File: src/rtl/tt_vpu_ovi_pkg.sv
// ============================================================================
// Module      : tt_vpu_ovi_pkg
// Description : Types and constants shared by the OVI load scoreboard and
//               the load-queue drain sequencer.
// Revision    : 1.0 - initial release
// ============================================================================
`default_nettype none

package tt_vpu_ovi_pkg;

    localparam int c_LQ_DEPTH    = 8;
    localparam int c_LQID_W      = 3;
    localparam int c_REF_CNT_W   = 3;

    typedef enum logic [1:0] {
        ST_IDLE  = 2'd0,
        ST_DRAIN = 2'd1,
        ST_DONE  = 2'd2
    } drain_state_e;

endpackage : tt_vpu_ovi_pkg

`default_nettype wire

File: src/rtl/tt_load_drain_ctrl.sv
// ============================================================================
// Module      : tt_load_drain_ctrl
// Description : Walks LQ entries in order (with wrap) after a scoreboard
//               drain request, issuing one VRF writeback + commit per entry.
// Revision    : 1.0 - initial release
// ============================================================================
`default_nettype none

module tt_load_drain_ctrl
    import tt_vpu_ovi_pkg::*;
#(
    parameter int LQ_DEPTH = c_LQ_DEPTH,
    parameter int LQID_W   = c_LQID_W
) (
    input  logic                   clk,
    input  logic                   reset,
    input  logic                   i_drain_load_buffer,
    input  logic [c_REF_CNT_W-1:0] i_drain_ref_count,
    input  logic [LQID_W-1:0]      i_drain_lqid_start,
    output logic                   o_draining_load_buffer,
    input  logic [LQ_DEPTH-1:0]    i_lq_data_valid,
    output logic                   o_wb_valid,
    output logic [LQID_W-1:0]      o_wb_lqid,
    input  logic                   i_wb_ready,
    output logic                   o_lq_commit,
    output logic [LQID_W-1:0]      o_dest_lqid,
    output logic                   o_busy
);

    drain_state_e             state_q, state_d;
    logic [LQID_W-1:0]        cur_lqid_q, cur_lqid_d;
    logic [c_REF_CNT_W-1:0]   remaining_q, remaining_d;
    logic                     wb_valid;
    logic                     handshake;

    always_ff @(posedge clk) begin
        if (reset) begin
            state_q     <= ST_IDLE;
            cur_lqid_q  <= '0;
            remaining_q <= '0;
        end else begin
            state_q     <= state_d;
            cur_lqid_q  <= cur_lqid_d;
            remaining_q <= remaining_d;
        end
    end

    always_comb begin
        state_d                = state_q;
        cur_lqid_d             = cur_lqid_q;
        remaining_d            = remaining_q;
        wb_valid               = 1'b0;
        handshake              = 1'b0;
        o_draining_load_buffer = 1'b0;

        unique case (state_q)
            ST_IDLE: begin
                // Combinational draining on the accept cycle keeps the
                // scoreboard from seeing a spurious "done".
                o_draining_load_buffer = i_drain_load_buffer;
                if (i_drain_load_buffer) begin
                    cur_lqid_d  = i_drain_lqid_start;
                    remaining_d = i_drain_ref_count;
                    state_d     = (i_drain_ref_count == '0) ? ST_DONE : ST_DRAIN;
                end
            end
            ST_DRAIN: begin
                o_draining_load_buffer = 1'b1;
                wb_valid  = i_lq_data_valid[cur_lqid_q] && (remaining_q != '0);
                handshake = wb_valid && i_wb_ready;
                if (handshake) begin
                    cur_lqid_d  = cur_lqid_q + LQID_W'(1);
                    remaining_d = remaining_q - c_REF_CNT_W'(1);
                    if (remaining_q == c_REF_CNT_W'(1)) begin
                        state_d = ST_DONE;
                    end
                end
            end
            ST_DONE: begin
                state_d = ST_IDLE;
            end
            default: begin
                state_d = ST_IDLE;
            end
        endcase
    end

    // Suppress writeback/commit while reset is asserted so a mid-drain reset
    // never frees an entry the LQ is simultaneously clearing.
    assign o_wb_valid  = wb_valid && !reset;
    assign o_lq_commit = handshake && !reset;
    assign o_wb_lqid   = cur_lqid_q;
    assign o_dest_lqid = cur_lqid_q;
    assign o_busy      = (state_q != ST_IDLE);

endmodule : tt_load_drain_ctrl

`default_nettype wire
File: config.mk
export PLATFORM = sky130hd
export DESIGN_NAME = tt_load_drain_ctrl
export DESIGN_NICKNAME = d
export VERILOG_FILES = /design/src/rtl/tt_vpu_ovi_pkg.sv /design/src/rtl/tt_load_drain_ctrl.sv
export SDC_FILE = /design/constraint.sdc
export NUM_CORES = 1
export LEC_CHECK = 0
export ABC_AREA = 1
export CELL_PAD_IN_SITES_DETAIL_PLACEMENT = 1
export CELL_PAD_IN_SITES_GLOBAL_PLACEMENT = 1
export CORE_ASPECT_RATIO = 1.1
export CORE_MARGIN = 2
export CORE_UTILIZATION = 28
export CTS_CLUSTER_DIAMETER = 150
export DETAILED_ROUTE_END_ITERATION = 12
export GPL_TIMING_DRIVEN = 0
export PLACE_DENSITY_LB_ADDON = 0.1
export SLEW_MARGIN = 20
export SYNTH_ARGS = -nofsm -noshare
export SYNTH_HDL_FRONTEND = slang
export SYNTH_SLANG_ARGS = --single-unit
export TNS_END_PERCENT = 10
File: constraint.sdc
create_clock -name clk -period 1.4 [get_ports clk]
set_input_delay 0.28 -clock clk [delete_from_list [all_inputs] [get_ports clk]]
set_output_delay 0.28 -clock clk [all_outputs]
set_load 0.01 [all_outputs]
Word-level counts from Yosys, hierarchy flattened. Cells that the tools add are included.

Register bits: 8.

Add/subtract/negate cells: 2. Order comparisons: 1. Eq/ne operators: 5. Muxes and demuxes: 16. Reduce and logical (&&, ||, !) cells: 12.

Operator list (count): $mux 3 (4); $pmux 3 s2 (2); $mux 2 (4); $ne 2x2->1 const B (3); $reduce_and 3->1 (2); $logic_and 1x1->1 (4); $lt 3x4->1 const B (1); $pmux 2 s2 (1); $reduce_bool 2->1 (2); $add 3x1->3 const B (1); $bmux 1 s3 (1); $eq 3x1->1 const B (1); $logic_not 3->1 (1); $mux 1 (3); $reduce_bool 3->1 (1); $sub 3x1->3 const B (1); $eq 2x1->1 const B (1); $logic_not 2->1 (1); $pmux 1 s2 (1); $logic_not 1->1 (1).

Logic depth before layout (Yosys ltp). Gate-level depths: netlist of the first run.

Depth after elaboration: 6. Depth in mapped cells: 11.

Worst setup path after synthesis of the first run. No wires, ideal clock.

Path type: reg-to-output. Start: register cur_lqid_q[0], in the netlist o_dest_lqid[0]. End: output o_lq_commit. Arrival time: 1175 ps. Required time: 1120 ps. Path slack: -55 ps. Cell stages (with the launch flop): 7. Cells stage by stage: dfxtp_1 -> nand2_1 -> nand3_1 -> nand2_1 -> nand2_2 -> nand4_4 -> nor3_1.

Word-level cells in the longest chain between the ends: 6.

RTL lines: start, declared (RTL line tt_load_drain_ctrl.sv:31) `logic [LQID_W-1:0] cur_lqid_q, cur_lqid_d;`; start signal, assigned (RTL line tt_load_drain_ctrl.sv:43) `cur_lqid_q <= cur_lqid_d;`; $bmux 1 s3 (RTL line tt_load_drain_ctrl.sv:69) `wb_valid = i_lq_data_valid[cur_lqid_q] && (remaining_q != '0);`; $mux 1 (implied by the code) (RTL line tt_load_drain_ctrl.sv:69); $logic_and 1x1->1 (RTL line tt_load_drain_ctrl.sv:69); $logic_and 1x1->1 (RTL line tt_load_drain_ctrl.sv:70) `handshake = wb_valid && i_wb_ready;`; $mux 1 (RTL line tt_load_drain_ctrl.sv:56) `unique case (state_q)`; $logic_and 1x1->1 (RTL line tt_load_drain_ctrl.sv:91) `assign o_lq_commit = handshake && !reset;`; end, declared (RTL line tt_load_drain_ctrl.sv:25) `output logic o_lq_commit,`.

Every way passes these cells. The select of a mux whose other input is x is not followed.

Worst setup path in the final report of the first run. Same ends and word-level chain as after synthesis.

==> summary.txt, run 1 <==
Routing
  – Routed Antenna Nets: 0
  – Drt first pass iters: 4
  – DRT Wirelength: 2.122 mm
  – WL/cell: 12.27 µm
  – DRC Markers: 0
  – Vias: 781
  – Detailed Route Iter0 Violations: 5
  – Via density: 4.514

Yosys
  – Ys async rst share: 0%
  – Synth top area share: between 20% and 30%
  – Post-synth EDFFs: 0
  – Post-synth net total: 127
  – Synth top cells by count: nand2_1, nor2_1, inv_1
  – Synth Register Bits: 8
  – Most numerous cell in the Yosys netlist: nand2_1
  – Mean Syn Cell Area: 6.506 µm²
  – Cell taking the most area after synthesis: dfxtp_1
  – Seq/Total Area, Yosys: 23.44%
  – Synth Warn #: 0
  – Cells after synthesis: 105
  – Main synth FF type: dfxtp_1
  – Unique masters post-synth: 23
  – Synth top area cells: dfxtp_1, nand2_1, ha_1
  – Mapped Area: between 600 and 700 µm²

STA
  – Final period utilization: 112.9%
  – Worst slew margin: 81.39%
  – Count of final hold-check violations: 0
  – Max frequency: 0.6326 GHz
  – Post-layout min period: 1.581 ns
  – Worst-Margin Slew: 0.2783 ns
  – Fin Setup TNS: -0.7865 ns
  – Clock skew: 0.003159 ns
  – Unrepaired setup endpoints after global routing: true
  – Final Setup Violations: 10
  – Final Worst Setup Slack: -0.1807 ns
  – Final hold slack: around 0.55 ns
  – Slew Limit Fails: 0

Worst setup path
  – Reg-to-Reg End: remaining_q[2]
  – Worst setup EP type: primary output
  – Setup CP Type: reg2out
  – R2R Setup Slk: -0.09 ns
  – CP Launch Type: flop
  – Crit-path max FO: 6
  – Arr. time, crit path: about 1.3 ns
  – CP required: 1.12 ns
  – Worst R2R Start: o_dest_lqid[0]
  – Worst R2R Path Depth: 12

Worst hold path
  – WHS Path Cells: 2
  – Hold endpoint: o_dest_lqid[2]
  – Hold Path Class: reg2reg
  – Hold Startpoint: o_dest_lqid[2]

Final layout
  – Multi-input logic area: 501.7 µm²
  – Area grow syn2layout: 63.37%
  – Share of cells above drive strength 1: 37.06%
  – Reg area: 176.4 µm²
  – Antenna Cells: 0
  – Nets: roughly 170
  – Filler cells: a little over 300
  – Final instance area: 0.001116 mm²

Floorplanning
  – Top Ports: 28
  – Die width: between 50 and 60 µm
  – DIE AREA: 0.002851 mm²
  – Starting Density: 30.03%
  – Die Ht: 55.81 µm
  – FP Rows: 18
  – Core area: 0.002275 mm²

Placement
  – Gpl congestion: between 0.7 and 0.8
  – Area after DPL: 996.0 µm²
  – DPL Wire Length: 1.610 mm
  – Port Buffers: 27

Global route
  – Pin count of the biggest net entering global routing: 11
  – Initial antenna violation count: 0
  – GRT Overall Usage: ~16%
  – Global-route wire length before repair: 3.436 mm
  – Total congestion overflow: 0
  – Number of global-route vias before repair: 808

CTS
  – CTS tree: built
  – Worst skew pair latency: 0.25 ns
  – H-tree Lvls: 1
  – CTS root buffer: clkbuf_4
  – CTS clock-pin slew for the worst setup and hold paths: about 0.050 ns
  – Clk sinks: 8
  – CTS buffer count: 3
  – Hold buffer count at cts: 0
  – Maximum clock path buffer count: 2

Flow run
  – Max Cap Viol: 0

Pwr
  – PD cells: 1977 mW/mm²
  – Worst IR Drop VDD: 796.4 µV
  – Pleak: 0.5558 nW

Status
  – Failing checks: negative setup slack
  – Status: complete, but fails checks
layer usage:
layer  GRT usage [%]  share of wire, %  up-vias
li1                -                 -      406
met1           18.15                44      357
met2           28.57                51       16
met3           3.495               3.9        2
met4           4.633              0.90        0
met5               0                 0        -
logic make-up (layout without fill, tap and decap cells):
logic type	Yosys count	in the layout	synth area share (%)
compound gates	11	11	9.342
buf+inv	17	55	11.72
fa+ha+maj	4	4	7.326
mux	1	1	1.465
xor+xnor	1	1	1.282
simple gates	63	63	45.42
flops	8	8	23.44
worst max-delay path: stages (launching register included):
cell	delay, ns
dfxtp_4	0.37
inv_4	0.07
nand2_2	0.04
nand2_1	0.06
nand2_1	0.07
nand3_2	0.10
nand4_4	0.09
nor3_2	0.10
buf_2	0.15
sequential cells by signal (all words and copies together), names as in the netlist:
register,cells
remaining_q,3
o_dest_lqid,3
state_q,2
placed cells by master, fill, tap and decap left out:
cell             synthesis  routed
nand3_1                  5       2
dfxtp_1                  8       3
nand2_2                  1       7
clkdlybuf4s50_1          0       8
nor2_2                   0       2
clkbuf_2                 0       1
o21ai_0                  4       4
clkdlybuf4s15_2          0       1
dlygate4sd2_1            0      11
dfxtp_4                  0       4
nand4_4                  1       1
nand2_1                 33      27
nor2_4                   2       2
inv_4                    0       1
clkdlybuf4s15_1          0       1
inv_1                    9       8
clkbuf_4                 0       3
mux2i_1                  1       1
a211o_1                  1       1
nand3_2                  1       4
buf_4                    3      14
nand3b_1                 2       2
o211ai_1                 1       1
dfxtp_2                  0       1
nand2_4                  2       1
nor3_2                   0       3
o21a_1                   1       1
clkinv_4                 1       1
a21oi_1                  4       4
buf_2                    0       2
ha_1                     4       4
inv_2                    4       4
xor2_1                   1       1
nor2_1                  13      11
nand2_8                  0       1
through the flow:
stage / std cells / util [%] / setup WS, ns / total power [W]
2_1_floorplan: 105 / - / -0.02007 / 0.001324
3_3_place_gp: 162 / 43.78 / -0.6939 / 0.001746
3_5_place_dp: 162 / 43.78 / -0.7288 / 0.001803
4_1_cts: 170 / 46.53 / -0.2702 / 0.002108
5_1_grt: 173 / 49.06 / -0.2767 / 0.002429
6_report: 173 / 49.06 / -0.1807 / 0.002207
final cells by class:
class	instances	share of cell area [%]
multi-input combinational	80	44.96
timing repair buffer	35	26.46
sequential	8	15.81
inverter	14	5.381
tap	30	3.363
clock buffer	3	2.018
buffer	3	2.018
repair_timing:
action,4_1_cts,5_1_grt
pin swaps,14,9
gates resized for setup,41,14
buffers inserted,5,3
cloned,0,0
setup endpoints to repair,18,11
endpoints found under the hold margin,0,0
how the worst max path moves through the flow:
| stage | from | cells past startpoint | endpoint | slack, ns |
|---|---|---|---|---|
| 2_1_floorplan | o_dest_lqid[0] | 6 | o_wb_valid | -0.02 |
| 3_3_place_gp | i_lq_data_valid[3] | 8 | o_lq_commit | -0.69 |
| 3_5_place_dp | i_lq_data_valid[1] | 8 | o_lq_commit | -0.73 |
| 4_1_cts | o_dest_lqid[0] | 8 | o_lq_commit | -0.27 |
| 5_1_grt | o_dest_lqid[0] | 8 | o_lq_commit | -0.28 |
| 6_report | o_dest_lqid[0] | 8 | o_lq_commit | -0.18 |
power breakdown:
group | leakage [nW] | total [W] | internal (W) | switching (W)
combinational | 0.473 | 0.00156 | 0.000708 | 0.000847
clock | 0.0138 | 0.000176 | 0.0000980 | 0.0000775
sequential | 0.0693 | 0.000476 | 0.000357 | 0.000119
No activity file was read; power rests on OpenSTA's default activity.
==> inputs of run 2 (changes only) <==
--- a/config.mk
+++ b/config.mk
@@ -6,12 +6,13 @@
 export NUM_CORES = 1
 export LEC_CHECK = 0
 export ABC_AREA = 1
+export CAP_MARGIN = 0
 export CELL_PAD_IN_SITES_DETAIL_PLACEMENT = 1
 export CELL_PAD_IN_SITES_GLOBAL_PLACEMENT = 1
 export CORE_ASPECT_RATIO = 1.1
 export CORE_MARGIN = 2
 export CORE_UTILIZATION = 28
-export CTS_CLUSTER_DIAMETER = 150
+export CTS_CLUSTER_DIAMETER = 100
 export DETAILED_ROUTE_END_ITERATION = 12
 export GPL_TIMING_DRIVEN = 0
 export PLACE_DENSITY_LB_ADDON = 0.1
==> results of run 2 <==
Same layout as run 1: the final DEF is identical, and so are final timing and power.
